## config.mk

```make
export PLATFORM = sky130hd
export DESIGN_NAME = bht_predict
export DESIGN_NICKNAME = d
export VERILOG_FILES = /design/src/rtl/bht_pkg.sv /design/src/rtl/sat_counter.sv /design/src/rtl/bht_predict.sv
export SDC_FILE = /design/constraint.sdc
export NUM_CORES = 1
export LEC_CHECK = 0
export ABC_CLOCK_PERIOD_IN_PS = 8800
export CAP_MARGIN = 20
export CORE_MARGIN = 4
export CORE_UTILIZATION = 25
export DETAILED_ROUTE_END_ITERATION = 10
export PLACE_DENSITY = 0.41
export SYNTH_ARGS = -nofsm -noshare
export SYNTH_HDL_FRONTEND = slang
export SYNTH_SLANG_ARGS = --single-unit
```

## constraint.sdc

```tcl
create_clock -name clk -period 8.8 [get_ports clk]
set_clock_uncertainty 0.05 [all_clocks]
set_input_delay 1.76 -clock clk [delete_from_list [all_inputs] [get_ports clk]]
set_output_delay 1.76 -clock clk [all_outputs]
set_load 0.02 [all_outputs]
```

## src/rtl/bht_pkg.sv

```systemverilog
// bht_pkg: shared constants and types for the branch history table.
//   OP_BTYPE   : opcode of conditional (B-type) branches
//   DEF_IDX_W  : default table index width
//   DEF_CNT_W  : default saturating counter width
//   cnt_t      : counter type at the default width
package bht_pkg;
  localparam logic [6:0] OP_BTYPE  = 7'b1100011;
  localparam int         DEF_IDX_W = 6;
  localparam int         DEF_CNT_W = 2;
  typedef logic [DEF_CNT_W-1:0] cnt_t;
endpackage

```

## src/rtl/sat_counter.sv

```systemverilog
// sat_counter: combinational next-value of a W-bit saturating counter.
//   val_i : current value
//   inc_i : request +1 (holds at all-ones)
//   dec_i : request -1 (holds at zero)
//   nxt_o : saturated next value; both or neither request leaves the value unchanged
module sat_counter #(
  parameter int W = 2
) (
  input  logic [W-1:0] val_i,
  input  logic         inc_i,
  input  logic         dec_i,
  output logic [W-1:0] nxt_o
);
  localparam logic [W-1:0] MAX_V  = {W{1'b1}};
  localparam logic [W-1:0] ZERO_V = {W{1'b0}};
  localparam logic [W-1:0] ONE_V  = {{(W-1){1'b0}}, 1'b1};

  // Saturating step selection
  always_comb begin
    nxt_o = val_i;
    if (inc_i && !dec_i) begin
      nxt_o = (val_i == MAX_V) ? val_i : val_i + ONE_V;
    end else if (dec_i && !inc_i) begin
      nxt_o = (val_i == ZERO_V) ? val_i : val_i - ONE_V;
    end else begin
      nxt_o = val_i;
    end
  end
endmodule

```

## src/rtl/bht_predict.sv

```systemverilog
// bht_predict: PC-indexed table of saturating counters for branch prediction.
// IF-stage lookup is combinational; EXE-stage B-type branches train the table
// and the branch/miss statistics. Everything freezes while Istall or Dstall.
// Optional macro BHT_GSHARE_EN: XOR a global history register into the index.
// Ports:
//   clk, rst          : clock (rising), synchronous active-low reset
//   pc_IF             : fetch PC, taken_sel = prediction for it
//   opcode_ID_EXE     : EXE opcode, pc_ID_EXE : EXE PC
//   jump_sel          : resolved outcome, pred_ID_EXE : carried prediction
//   Istall, Dstall    : pipeline stalls
//   ghr_ID_EXE/ghr_IF : history snapshot in / current history out (gshare only)
//   mispredict        : combinational misprediction flag
//   br_cnt, miss_cnt  : saturating statistics
module bht_predict
  import bht_pkg::*;
#(
  parameter int PC_W     = 32,
  parameter int IDX_W    = DEF_IDX_W,
  parameter int CNT_W    = DEF_CNT_W,
  parameter int CNT_INIT = 1,
  parameter int STAT_W   = 32
) (
  input  logic              clk,
  input  logic              rst,
  input  logic [PC_W-1:0]   pc_IF,
  output logic              taken_sel,
  input  logic [6:0]        opcode_ID_EXE,
  input  logic [PC_W-1:0]   pc_ID_EXE,
  input  logic              jump_sel,
  input  logic              pred_ID_EXE,
  input  logic              Istall,
  input  logic              Dstall,
`ifdef BHT_GSHARE_EN
  input  logic [IDX_W-1:0]  ghr_ID_EXE,
  output logic [IDX_W-1:0]  ghr_IF,
`endif
  output logic              mispredict,
  output logic [STAT_W-1:0] br_cnt,
  output logic [STAT_W-1:0] miss_cnt
);
  localparam int               DEPTH  = 1 << IDX_W;
  localparam logic [CNT_W-1:0] INIT_V = CNT_W'(CNT_INIT);

  logic [CNT_W-1:0]  bht_q [DEPTH];
  logic [STAT_W-1:0] br_q, miss_q;
  logic [STAT_W-1:0] br_d, miss_d;
  logic [CNT_W-1:0]  entry_d;
  logic [IDX_W-1:0]  idx_lk_s, idx_up_s;
  logic              upd_s;
  logic              unused_pc_s;

`ifdef BHT_GSHARE_EN
  logic [IDX_W-1:0] ghr_q;
  assign idx_lk_s = pc_IF[IDX_W+1:2] ^ ghr_q;
  assign idx_up_s = pc_ID_EXE[IDX_W+1:2] ^ ghr_ID_EXE;
  assign ghr_IF   = ghr_q;
`else
  assign idx_lk_s = pc_IF[IDX_W+1:2];
  assign idx_up_s = pc_ID_EXE[IDX_W+1:2];
`endif

  // PC bits outside the index field do not take part in prediction
  assign unused_pc_s = ^{pc_IF[PC_W-1:IDX_W+2], pc_IF[1:0],
                         pc_ID_EXE[PC_W-1:IDX_W+2], pc_ID_EXE[1:0]};

  // rst is part of upd so mispredict is quiet during reset
  assign upd_s      = (opcode_ID_EXE == OP_BTYPE) && !(Istall || Dstall) && rst;
  assign mispredict = upd_s && (jump_sel != pred_ID_EXE);
  // Reads the registered table: a same-cycle update is seen one cycle later
  assign taken_sel  = bht_q[idx_lk_s][CNT_W-1];
  assign br_cnt     = br_q;
  assign miss_cnt   = miss_q;

  sat_counter #(.W(CNT_W)) u_entry (
    .val_i (bht_q[idx_up_s]),
    .inc_i (jump_sel),
    .dec_i (!jump_sel),
    .nxt_o (entry_d)
  );

  sat_counter #(.W(STAT_W)) u_br (
    .val_i (br_q),
    .inc_i (upd_s),
    .dec_i (1'b0),
    .nxt_o (br_d)
  );

  sat_counter #(.W(STAT_W)) u_miss (
    .val_i (miss_q),
    .inc_i (mispredict),
    .dec_i (1'b0),
    .nxt_o (miss_d)
  );

  // Table, history and statistics state; reset wins over a concurrent update
  always_ff @(posedge clk) begin
    if (!rst) begin
      for (int i = 0; i < DEPTH; i++) begin
        bht_q[i] <= INIT_V;
      end
      br_q   <= {STAT_W{1'b0}};
      miss_q <= {STAT_W{1'b0}};
`ifdef BHT_GSHARE_EN
      ghr_q  <= {IDX_W{1'b0}};
`endif
    end else if (upd_s) begin
      bht_q[idx_up_s] <= entry_d;
      br_q            <= br_d;
      miss_q          <= miss_d;
`ifdef BHT_GSHARE_EN
      ghr_q           <= {ghr_q[IDX_W-2:0], jump_sel};
`endif
    end else begin
      br_q   <= br_q;
      miss_q <= miss_q;
    end
  end
endmodule

```

**Word level (Yosys, flattened, before mapping)**

Memory sizes are Yosys's and may differ from the RTL's.
Cells that the tools add are included.

- Register bits after elaboration: 64
- Bits in writable memories: 128
- Bits of input ports: 77
- Output and inout port bits: 66
- Word-level logic and storage cells: 33
- Memories: 1

- $add $sub $neg: 4
- Equality and inequality tests: 5
- Multiplexer cells: 10
- Bitwise logic cells: 2
- Reductions and logical operators: 9

Memory list:

| memory | words | width | rd ports | clocked after Yosys merged registers in | wr ports | RTL line | text |
|---|---|---|---|---|---|---|---|
| bht_q | 64 | 2 | 2 | 0 | 64 | bht_predict.sv:44 | `logic [CNT_W-1:0] bht_q [DEPTH];` |

Operators by type and width:

| kind | count |
|---|---|
| $add 32x1->32 const B | 2 |
| $eq 32x32->1 const B | 2 |
| $mux 2 | 4 |
| $eq 7x7->1 const B | 1 |
| $mux 6 | 1 |
| $mux 1 | 5 |
| $logic_and 1x1->1 | 3 |
| $reduce_and 3->1 | 1 |
| $add 2x1->2 const B | 1 |
| $eq 2x2->1 const B | 1 |
| $logic_not 2->1 | 1 |
| $not 1->1 | 2 |
| $reduce_and 2->1 | 1 |
| $reduce_or 2->1 | 1 |
| $sub 2x1->2 const B | 1 |
| $logic_not 1->1 | 1 |
| $logic_or 1x1->1 | 1 |
| $ne 1x1->1 | 1 |

**Longest topological paths before layout**

Gate-level depths: netlist (run 1).

- Word-level depth: 9
- Mapped depth: 13
- Gate-level depth less buffers: 8

**By module**

A second synthesis (run 1) with hierarchy kept.

- Cell total of the unflattened synthesis: 1322
- Area, all modules: 12109.1 um^2

Modules (own cells, without submodules):

| module | times used | cells an instance | area an instance (um^2) | seq. area each (um^2) |
|---|---|---|---|---|
| bht_predict | 1 | 876 | 9183.8 | 5124.9 |
| sat_counter (u_miss) | 1 | 223 | 1485.2 | 0.0 |
| sat_counter (u_br) | 1 | 213 | 1373.8 | 0.0 |
| sat_counter (u_entry) | 1 | 10 | 66.3 | 0.0 |

**Least setup slack after synthesis (run 1)**

OpenSTA, ideal clock, no wires.

- Path kind: in2out
- Start point: input port pc_IF[2]
- End point: output port taken_sel
- Arrival: 4.241 ns
- Required time: 6.990 ns
- Slack: 2.749 ns
- Stages: 5
- Path buffers: 2
- Path through: clkbuf_1 > buf_1 > mux4_2 > mux4_2 > mux4_2

- Word-level cells in the longest chain between the ends: 1

Ends and longest elaborated chain:

| element | RTL line | text |
|---|---|---|
| from (decl) | bht_predict.sv:25 | `input logic [PC_W-1:0] pc_IF,` |
| $mem_v2 64x2 | n/a |  |
| to (decl) | bht_predict.sv:26 | `output logic taken_sel,` |

Every way passes these cells.

**Worst setup path after layout (run 1)**

- Start point: input port pc_IF[3]
- End point: output port taken_sel

Same word-level chain as after synthesis.

==> results of run 1 <==
cell families after synthesis:
group | after synthesis
flops | 192
mux | 63
compound gates | 161
fa+ha+maj | 4
xor+xnor | 42
simple gates | 406
buf+inv | 104
metal layers:
metal / vias to the layer above / part of all wire / GRT usage / routed length [um]
li1: 3643 / - / - / -
met1: 3737 / 0.48 / 0.192 / 14400
met2: 210 / 0.44 / 0.207 / 13200
met3: 24 / 0.064 / 0.0447 / 1930
met4: 0 / 0.017 / 0.0365 / 505
met5: - / 0 / 0 / 0
cells in the mapped netlist (all sizes together), types with 10 or more instances:
cell / n
mux4: 30
and2: 45
edfxtp: 128
nand3: 35
clkbuf: 61
nand2: 99
mux2i: 16
inv: 15
nor3: 73
dfxtp: 64
buf: 28
mux2: 17
a21boi: 17
or3: 18
nor2: 67
nand4: 22
and4: 11
o21ai: 85
xor2: 10
xnor2: 32
sequential cells by signal, summed over array words and instances, names as in the netlist:
name and cells:
bht_q 128, br_cnt 32, miss_cnt 32
metrics by stage:
| step | cell area [sq um] | setup slack (ns) | util | hold slack (ns) | cells |
|---|---|---|---|---|---|
| after detailed placement | 11300 | 2.07 | 0.285 | 0.449 | 1513 |
| after global routing | 11900 | 2.00 | 0.300 | 0.497 | 1546 |
| after CTS | 11900 | 2.06 | 0.299 | 0.463 | 1545 |
| after floorplan | 10100 | 2.75 | - | 0.509 | 972 |
| final | 11900 | 2.07 | 0.300 | 0.455 | 1546 |
| after global placement | 11300 | 2.09 | 0.285 | 0.442 | 1513 |
final cells by class:
| type | instances | area [sq um] | area share |
|---|---|---|---|
| multi-input combinational | 676 | 4500 | 0.377 |
| sequential | 192 | 5120 | 0.430 |
| clock inverter | 13 | 151 | 0.0127 |
| timing repair buffer | 106 | 1010 | 0.0843 |
| tap | 525 | 657 | 0.0551 |
| clock buffer | 19 | 433 | 0.0363 |
| inverter | 15 | 56.3 | 0.00472 |
power groups by stage:
stage	Sequential (uW)	Clock, uW	Combinational (uW)
after floorplan	993	0	128
after global placement	997	0	176
after detailed placement	996	0	177
after CTS	976	827	177
after global routing	977	864	189
final	976	804	173
how the worst max path moves through the flow:
stage | end | slack (ns) | from
floorplan | taken_sel | 2.75 | pc_IF[2]
global placement | taken_sel | 2.09 | pc_IF[3]
detailed placement | taken_sel | 2.07 | pc_IF[3]
CTS | taken_sel | 2.06 | pc_IF[3]
global route | taken_sel | 2.00 | pc_IF[3]
finish | taken_sel | 2.07 | pc_IF[3]
worst min-delay path, cell delays in order (launching register included):
cell and delay (ns):
dfxtp_1 0.34, nand2_1 0.06, mux2i_1 0.05
==> metrics.cfg, run 1 <==
[timing]
fmax_ghz=0.149
hold_violations=0
min_period_ns=6.73
fin_crit_sh=0.765
relSlewSlack=0.286
tightest_slew_ns=1.07
finalSetupViolations=0
slew_viol_final=0
rsz0062_at_grt=false
tns_ns=0

[global_route]
grt_pass1_wl_um=46800
track_usage=0.138
grt_max_degree=79
antenna_found_initial=0
grt_overflow=0
grt_pass1_vias=7614

[worst_setup_path]
slowest_delay_ns=1.15
path_common_cell=mux4_2
endpoint_kind=primary output
cp_max_fo=16
rrSetupSlack_ns=5.43
critPathKind=input pin to primary output
arrival_ns=4.92
crit_family=buffers and inverters
cp_num_buf_inv=2
crit_slowest_cell=clkdlybuf4s50_1
reg2reg_from=br_cnt[4]
worst-endpoint-required_ns=6.99
cp-start-kind=input pin
path_cells=clkdlybuf4s50_1 -> mux4_2 -> mux4_2 -> mux4_2 -> clkdlybuf4s50_1
cp.depth=5
regToRegEndpoint=br_cnt[23]
ff2ff_path_depth=7

[die]
dieArea_sq_um=43700
dieHeight_um=209
ios=143
start_util=0.254
design.core.area_sq_um=39800
die_w_um=209
rows=73

[synthesis]
ys_async_sr_fraction=0
synth_top_area_frac=0.380
yosysSeqAreaShare=0.507
synth_cells=972
synth_nets=1051
yosys-top-cells-area=edfxtp_1 38%, dfxtp_1 13%, mux4_2 6.7%, o21ai_0 4.2%, nand2_1 3.7%
synth_adder_area_share=0.00458
synth-simple-area-share=0.203
synthXorXnorAreaFrac=0.0364
synth_top_family_by_area=simple AND/OR/NAND/NOR gates
syn_area_per_cell_sq_um=10.4
ys_types=60
synth_top_area_cell=edfxtp_1
synth-edff-count=128
ys_seq_elements=192
ys.flop_type=edfxtp_1
synth_compound_area_frac=0.0998
synth_mux_area_frac=0.102
netlist_area_sq_um=10100
yosysWarnings=0

[hold_path]
hp-start=miss_cnt[21]
worst_hold_path.endpoint=miss_cnt[21]
min_path_cells=2
hold_path.class=register to register

[clock_tree]
cts_htree_levels=4
cts_tree=yes
clock_path_buffers=2
clock_latency_ns=0.46
cts_setup_buffers=0
clk_pin_slew_ns=0.07
clockRootBuffer=clkbuf_16
cts_buffers=17
ctsResizeCount=0
hold_buffers=0
clkSinkCount=192

[run_status]
status=finished, final reports clean

[cells_and_area]
n_fill_cell=4165
layout_common_cells=128 x edfxtp_1, 99 x nand2_1, 87 x clkdlybuf4s50_1
drive_gt1_frac=0.103
area_delta_synth_final_pct=18.1
final_common_cell=edfxtp_1
n_antenna_cell=0
fin_nets=1087

[power]
leakage_uw=0.00355
peakVddDrop_uv=129
power_frac_comb=0.089
p_sw_frac=0.257
clkPwrFrac=0.412
pwr-share-seq=0.500
fin_total_pwr_uw=1950
p_switching_uw=503
powerDensity_nw_per_um2=164
p_int_uw=1450

[route]
via_per_inst=4.92
antenna_left=0
drc=0
firstDrtPassIters=7
wl_um=30000
first_iter_violations=433
vias=7614
wl_per_cell_um=19.4

[placed_design]
dp_hpwl_um=19000
portBuffers=90
gp_congestion=0.745

[flow_run]
drv_cap=0

No activity file was read; power rests on OpenSTA's default activity.
==> inputs of run 2 (changes only) <==
--- a/config.mk
+++ b/config.mk
@@ -5,7 +5,7 @@
 export SDC_FILE = /design/constraint.sdc
 export NUM_CORES = 1
 export LEC_CHECK = 0
-export ABC_CLOCK_PERIOD_IN_PS = 8800
+export ABC_CLOCK_PERIOD_IN_PS = 6350
 export CAP_MARGIN = 20
 export CORE_MARGIN = 4
 export CORE_UTILIZATION = 25
==> constraint.sdc (replaced) <==
create_clock -name clk -period 6.35 [get_ports clk]
set_clock_uncertainty 0.05 [all_clocks]
set_input_delay 1.27 -clock clk [delete_from_list [all_inputs] [get_ports clk]]
set_output_delay 1.27 -clock clk [all_outputs]
set_load 0.02 [all_outputs]
==> run 2 against run 1 <==
Effect of this change: wire length grew 0.48%; sequential share of layout area shrank 0.45 points; largest power group unchanged; final cell count increased by 1.0%; non-clock buffer count is 16 higher; critical path depth increased by 1; worst hold slack improved by 0.0039 ns.
==> metrics.cfg, run 2 (synthesis gave the netlist of run 1 again) <==
[flow_run]
drv_cap=0  ; unchanged

[cells_and_area]
layout_common_cells=128 x edfxtp_1, 99 x nand2_1, 87 x clkdlybuf4s50_1  ; unchanged
n_fill_cell=4178  ; was 4165
largest_reg_flops=128  ; unchanged
multi_input_area_sq_um=4500  ; about the same
regMostFlops=bht_q  ; unchanged
drive_gt1_frac=0.118  ; was 0.103
fin_area_sq_um=12100  ; was 11900 sq um
seq_area_sq_um=5120  ; unchanged
area_delta_synth_final_pct=19.3  ; was 18.1%
final_common_cell=edfxtp_1  ; unchanged
n_antenna_cell=0  ; unchanged
fin_nets=1103  ; was 1087

[run_status]
status=finished, final reports clean  ; unchanged

[worst_setup_path]
cp-start-kind=input pin  ; unchanged
arrival_ns=4.24  ; was 4.92 ns
rrSetupSlack_ns=3.07  ; was 5.43 ns
critPathCapture=taken_sel  ; unchanged
cp_max_fo=16  ; unchanged
critPathKind=input pin to primary output  ; unchanged
regToRegEndpoint=br_cnt[23]  ; unchanged
reg2reg_from=br_cnt[3]  ; was br_cnt[4]
cp-startpoint=pc_IF[2]  ; was pc_IF[3]
ff2ff_path_depth=7  ; unchanged
worst-endpoint-required_ns=5.03  ; was 6.99 ns
endpoint_kind=primary output  ; unchanged

[global_route]
grt_max_degree=69  ; was 79
grt_pass1_wl_um=47100  ; was 46800 um
grt_overflow=0  ; unchanged
grt_pass1_vias=7709  ; was 7614
antenna_found_initial=1  ; was 0
track_usage=0.138  ; about the same

[die]
ios=143  ; unchanged
die_w_um=209  ; unchanged
design.core.area_sq_um=39800  ; unchanged
dieHeight_um=209  ; unchanged
start_util=0.254  ; unchanged
rows=73  ; unchanged
dieArea_sq_um=43700  ; unchanged

[timing]
relSlewSlack=0.233  ; was 0.286
rsz0062_at_grt=false  ; unchanged
fin_crit_sh=0.875
tns_ns=0  ; unchanged
min_period_ns=5.56
hold_violations=0  ; unchanged
finalSetupViolations=0  ; unchanged
tightest_slew_ns=1.14  ; was 1.07 ns
fmax_ghz=0.180
slew_viol_final=0  ; unchanged

[power]
pwr-share-seq=0.494  ; was 0.500
leakage_uw=0.00363  ; was 0.00355 uW
peakVddDrop_uv=190  ; was 129 uV
powerDensity_nw_per_um2=227  ; was 164 nW/um^2
clkPwrFrac=0.416  ; was 0.412
p_int_uw=2050  ; was 1450 uW
p_sw_frac=0.252  ; was 0.257
p_switching_uw=690  ; was 503 uW
power_frac_comb=0.091  ; was 0.089

[route]
via_per_inst=4.88  ; was 4.92
firstDrtPassIters=6  ; was 7
vias=7620  ; was 7614
wl_um=30200  ; was 30000 um
antenna_left=0  ; unchanged
first_iter_violations=504  ; was 433
drc=0  ; unchanged
wl_per_cell_um=19.3  ; was 19.4 um

[placed_design]
dp_hpwl_um=19900  ; was 19000 um
placement.cell_area_sq_um=11500  ; was 11300 sq um
portBuffers=90  ; unchanged
gp_congestion=0.764  ; was 0.745

[clock_tree]
clk_pin_slew_ns=0.07  ; about the same
ctsResizeCount=0  ; unchanged
cts_tree=yes  ; unchanged
cts_htree_levels=4  ; unchanged
clockRootBuffer=clkbuf_16  ; unchanged
clkSinkCount=192  ; unchanged
cts_setup_buffers=0  ; unchanged
clock_path_buffers=2  ; unchanged
clock_latency_ns=0.45  ; was 0.46 ns
hold_buffers=0  ; unchanged
cts_buffers=17  ; unchanged

[hold_path]
hold_path.class=register to register  ; unchanged

-- run 2: changes by cell type in the layout (fill, tap and decap cells not counted), sizes merged --
| cell | delta |
|---|---|
| clkbuf | -1 |
| clkinvlp | +2 |
| buf | +17 |
| clkinv | +1 |
| inv | -4 |
| bufinv | +1 |
-- run 2: cell type report --
cell class | instances | area share
clock inverters | 13 | 0.0134
multi-input cells | 676 | 0.373
inverters | 15 | 0.00467
well taps | 525 | 0.0545
clock buffers | 19 | 0.0359
repair buffers | 122 | 0.0936
flip-flops and latches | 192 | 0.425
-- run 2: layer usage --
layer,GRT usage,routed length [um],vias to the layer above
met3,0.0426,2160,22
li1,-,-,3670
met2,0.214,13700,189
met1,0.191,14000,3737
met5,0,7,-
met4,0.0286,286,2
-- run 2: worst min path at each step --
stage / from / slack [ns] / to / cells after the start
2_1_floorplan: br_cnt[1] / 0.51 / br_cnt[1] / 2
3_3_place_gp: miss_cnt[21] / 0.44 / miss_cnt[21] / 2
3_5_place_dp: miss_cnt[21] / 0.45 / miss_cnt[21] / 2
4_1_cts: miss_cnt[21] / 0.46 / miss_cnt[21] / 2
5_1_grt: miss_cnt[16] / 0.50 / miss_cnt[16] / 2
6_report: miss_cnt[21] / 0.46 / miss_cnt[21] / 2
-- run 2: power by group through the flow --
stage | sequential [uW] | clock [uW] | combinational, uW
after CTS | 1350 | 1170 | 252
after floorplan | 1380 | 0 | 177
after global routing | 1350 | 1220 | 269
after global placement | 1380 | 0 | 252
final | 1350 | 1140 | 248
after detailed placement | 1380 | 0 | 251
-- run 2: critical path, cell delays in order --
cell and delay [ns]:
clkdlybuf4s50_1 0.46, buf_4 0.35, mux4_2 0.57, mux4_2 0.53
mux4_2 0.49, clkdlybuf4s50_1 0.55
-- run 2: through the flow --
stage               worst slack, ns  cells   util  hold slack [ns]  total power [uW]
finish                        0.793   1562  0.303            0.459              2740
global route                  0.707   1562  0.303            0.497              2840
CTS                           0.779   1562  0.303            0.463              2780
detailed placement            0.790   1530  0.288            0.449              1630
global placement              0.791   1530  0.288            0.443              1630
floorplan                      1.28    972      -            0.509              1550
==> inputs of run 3 (changes only) <==
--- a/config.mk
+++ b/config.mk
@@ -8,9 +8,10 @@
 export ABC_CLOCK_PERIOD_IN_PS = 6350
 export CAP_MARGIN = 20
 export CORE_MARGIN = 4
-export CORE_UTILIZATION = 25
+export CORE_UTILIZATION = 50
 export DETAILED_ROUTE_END_ITERATION = 10
-export PLACE_DENSITY = 0.41
+export PLACE_DENSITY = 0.72
+export SKIP_CTS_REPAIR_TIMING = 1
 export SYNTH_ARGS = -nofsm -noshare
 export SYNTH_HDL_FRONTEND = slang
 export SYNTH_SLANG_ARGS = --single-unit
==> run 3 against run 2 <==
Effect of this change: final cell count down 17%; combinational power down 2%; critical endpoint unchanged; critical path type unchanged; largest power group unchanged; via count up 3.2%; clock power down 6%; worst setup slack better by 0.059 ns; largest cell class unchanged; highest routed layer is now met4.
==> metrics.cfg, run 3 (synthesis gave the netlist of run 1 again) <==
[cells_and_area]
fin_nets=1095  ; was 1103
largest_reg_flops=128  ; unchanged
n_antenna_cell=0  ; unchanged
area_delta_synth_final_pct=15.6  ; was 19.3%
n_fill_cell=1732  ; was 4178
drive_gt1_frac=0.112  ; was 0.118
fin_cells=1294  ; was 1562
fin_area_sq_um=11700  ; was 12100 sq um
finalCoreUtilization=0.594  ; was 0.303
final_common_cell=edfxtp_1  ; unchanged
regMostFlops=bht_q  ; unchanged
layout_common_cells=128 x edfxtp_1, 99 x nand2_1, 87 x clkdlybuf4s50_1  ; unchanged

[hold_path]
hold_path.class=register to register  ; unchanged

[placed_design]
placement.cell_area_sq_um=11100  ; was 11500 sq um
dp_slack_ns=0.850  ; was 0.790 ns
dp.cells=1260  ; was 1530
gp_congestion=0.847  ; was 0.764
dp_hpwl_um=16500  ; was 19900 um
portBuffers=90  ; unchanged

[worst_setup_path]
endpoint_kind=primary output  ; unchanged
critPathKind=input pin to primary output  ; unchanged
ff2ff_path_depth=8  ; was 7
crit_family=multiplexers  ; unchanged
critPathCapture=taken_sel  ; unchanged
cp_max_fo=16  ; unchanged
reg2reg_from=bht_q[18][1]  ; was br_cnt[3]
worst-endpoint-required_ns=5.03  ; about the same
arrival_ns=4.18  ; was 4.24 ns
cp-start-kind=input pin  ; unchanged
slowest_delay_ns=0.59  ; was 0.57 ns
cp_num_buf_inv=3  ; unchanged
rrSetupSlack_ns=2.86  ; was 3.07 ns
cp-startpoint=pc_IF[2]  ; unchanged
regToRegEndpoint=bht_q[39][0]  ; was br_cnt[23]
cp.depth=6  ; unchanged
crit_slowest_cell=mux4_2  ; unchanged
path_common_cell=mux4_2  ; unchanged
path_cells=clkdlybuf4s50_1 -> buf_4 -> mux4_2 -> mux4_2 -> mux4_2 -> clkdlybuf4s50_1  ; unchanged

[timing]
min_period_ns=5.50  ; was 5.56 ns
hold_violations=0  ; unchanged
fin_ws_ns=0.851  ; was 0.793 ns
tns_ns=0  ; unchanged
rsz0062_at_grt=false  ; unchanged
tightest_slew_ns=1.04  ; was 1.14 ns
finalSetupViolations=0  ; unchanged
relSlewSlack=0.295  ; was 0.233
fin_crit_sh=0.866  ; was 0.875
fmax_ghz=0.182  ; was 0.180 GHz
slew_viol_final=0  ; unchanged

[clock_tree]
cts_htree_levels=4  ; unchanged
cts_buffers=17  ; unchanged
clock_path_buffers=2  ; unchanged
cts_tree=yes  ; unchanged
clock_latency_ns=0.43  ; was 0.45 ns
clockRootBuffer=clkbuf_16  ; unchanged
clkSinkCount=192  ; unchanged
clk_pin_slew_ns=0.07  ; about the same

[global_route]
grt_overflow=0  ; unchanged
grt_max_degree=96  ; was 69
grt_pass1_vias=7611  ; was 7709
track_usage=0.230  ; was 0.138
antenna_found_initial=0  ; was 1
grt_pass1_wl_um=40200  ; was 47100 um

[power]
powerDensity_nw_per_um2=228  ; was 227 nW/um^2
leakage_uw=0.00362  ; was 0.00363 uW
peakVddDrop_uv=198  ; was 190 uV

[die]
die_w_um=150  ; was 209 um
rows=51  ; was 73
start_util=0.514  ; was 0.254
design.core.area_sq_um=19700  ; was 39800 sq um
dieHeight_um=150  ; was 209 um
dieArea_sq_um=22500  ; was 43700 sq um
ios=143  ; unchanged

[run_status]
status=finished, final reports clean  ; unchanged

[route]
wl_per_cell_um=19.4  ; was 19.3 um
wl_um=25100  ; was 30200 um
drc=0  ; unchanged
firstDrtPassIters=5  ; was 6
antenna_left=0  ; unchanged
vias=7866  ; was 7620
first_iter_violations=549  ; was 504
via_per_inst=6.08  ; was 4.88

[flow_run]
drv_cap=0  ; unchanged

-- run 3: cell count changes in the layout (fill, tap and decap cells not counted), sizes merged --
cell	before	now
buf	35	25
inv	17	25
clkbuf	19	21
bufinv	3	1
clkinv	4	2
clkinvlp	4	0
-- run 3: layout make-up --
class                      instances  area, sq um  share of cell area
clock buffer                      19          464              0.0397
timing repair buffer             114         1090              0.0932
clock inverter                    13          119              0.0102
multi-input combinational        676         4500               0.385
tap                              265          332              0.0284
inverter                          15         56.3             0.00482
sequential                       192         5120               0.439
-- run 3: per-stage QoR --
step / hold slack [ns] / total power, uW
CTS: 0.466 / 2670
global route: 0.480 / 2750
finish: 0.459 / 2660
detailed placement: 0.450 / 1620
global placement: 0.434 / 1610
floorplan: 0.509 / 1550
-- run 3: worst min path at each step --
stage | start | to | cells after the start
2_1_floorplan | br_cnt[1] | br_cnt[1] | 2
4_1_cts | miss_cnt[16] | miss_cnt[16] | 2
5_1_grt | miss_cnt[16] | miss_cnt[16] | 2
6_report | miss_cnt[1] | miss_cnt[1] | 2
3_5_place_dp | miss_cnt[6] | miss_cnt[6] | 2
3_3_place_gp | miss_cnt[21] | miss_cnt[21] | 2
-- run 3: where the power goes --
part | leakage, uW | switching [uW] | internal [uW] | total, uW
combinational | 0.00168 | 155 | 86.8 | 242
sequential | 0.00164 | 9.45 | 1340 | 1350
clock | 0.000299 | 487 | 582 | 1070
-- run 3: worst min-delay path, delay by kind of cell, from the launching register on --
family / cells / cell delay (ns)
AOI/OAI and AO/OA: 1 / 0.06
and+or+nand+nor: 1 / 0.07
DFF: 1 / 0.34
-- run 3: routing by layer --
layer	GRT usage	vias up	share of wire	wire (um)
met5	0	-	0	0
met4	0.0901	0	0.030	759
met3	0.0701	62	0.095	2380
met2	0.356	367	0.46	11700
met1	0.305	3765	0.41	10300
li1	-	3672	-	-
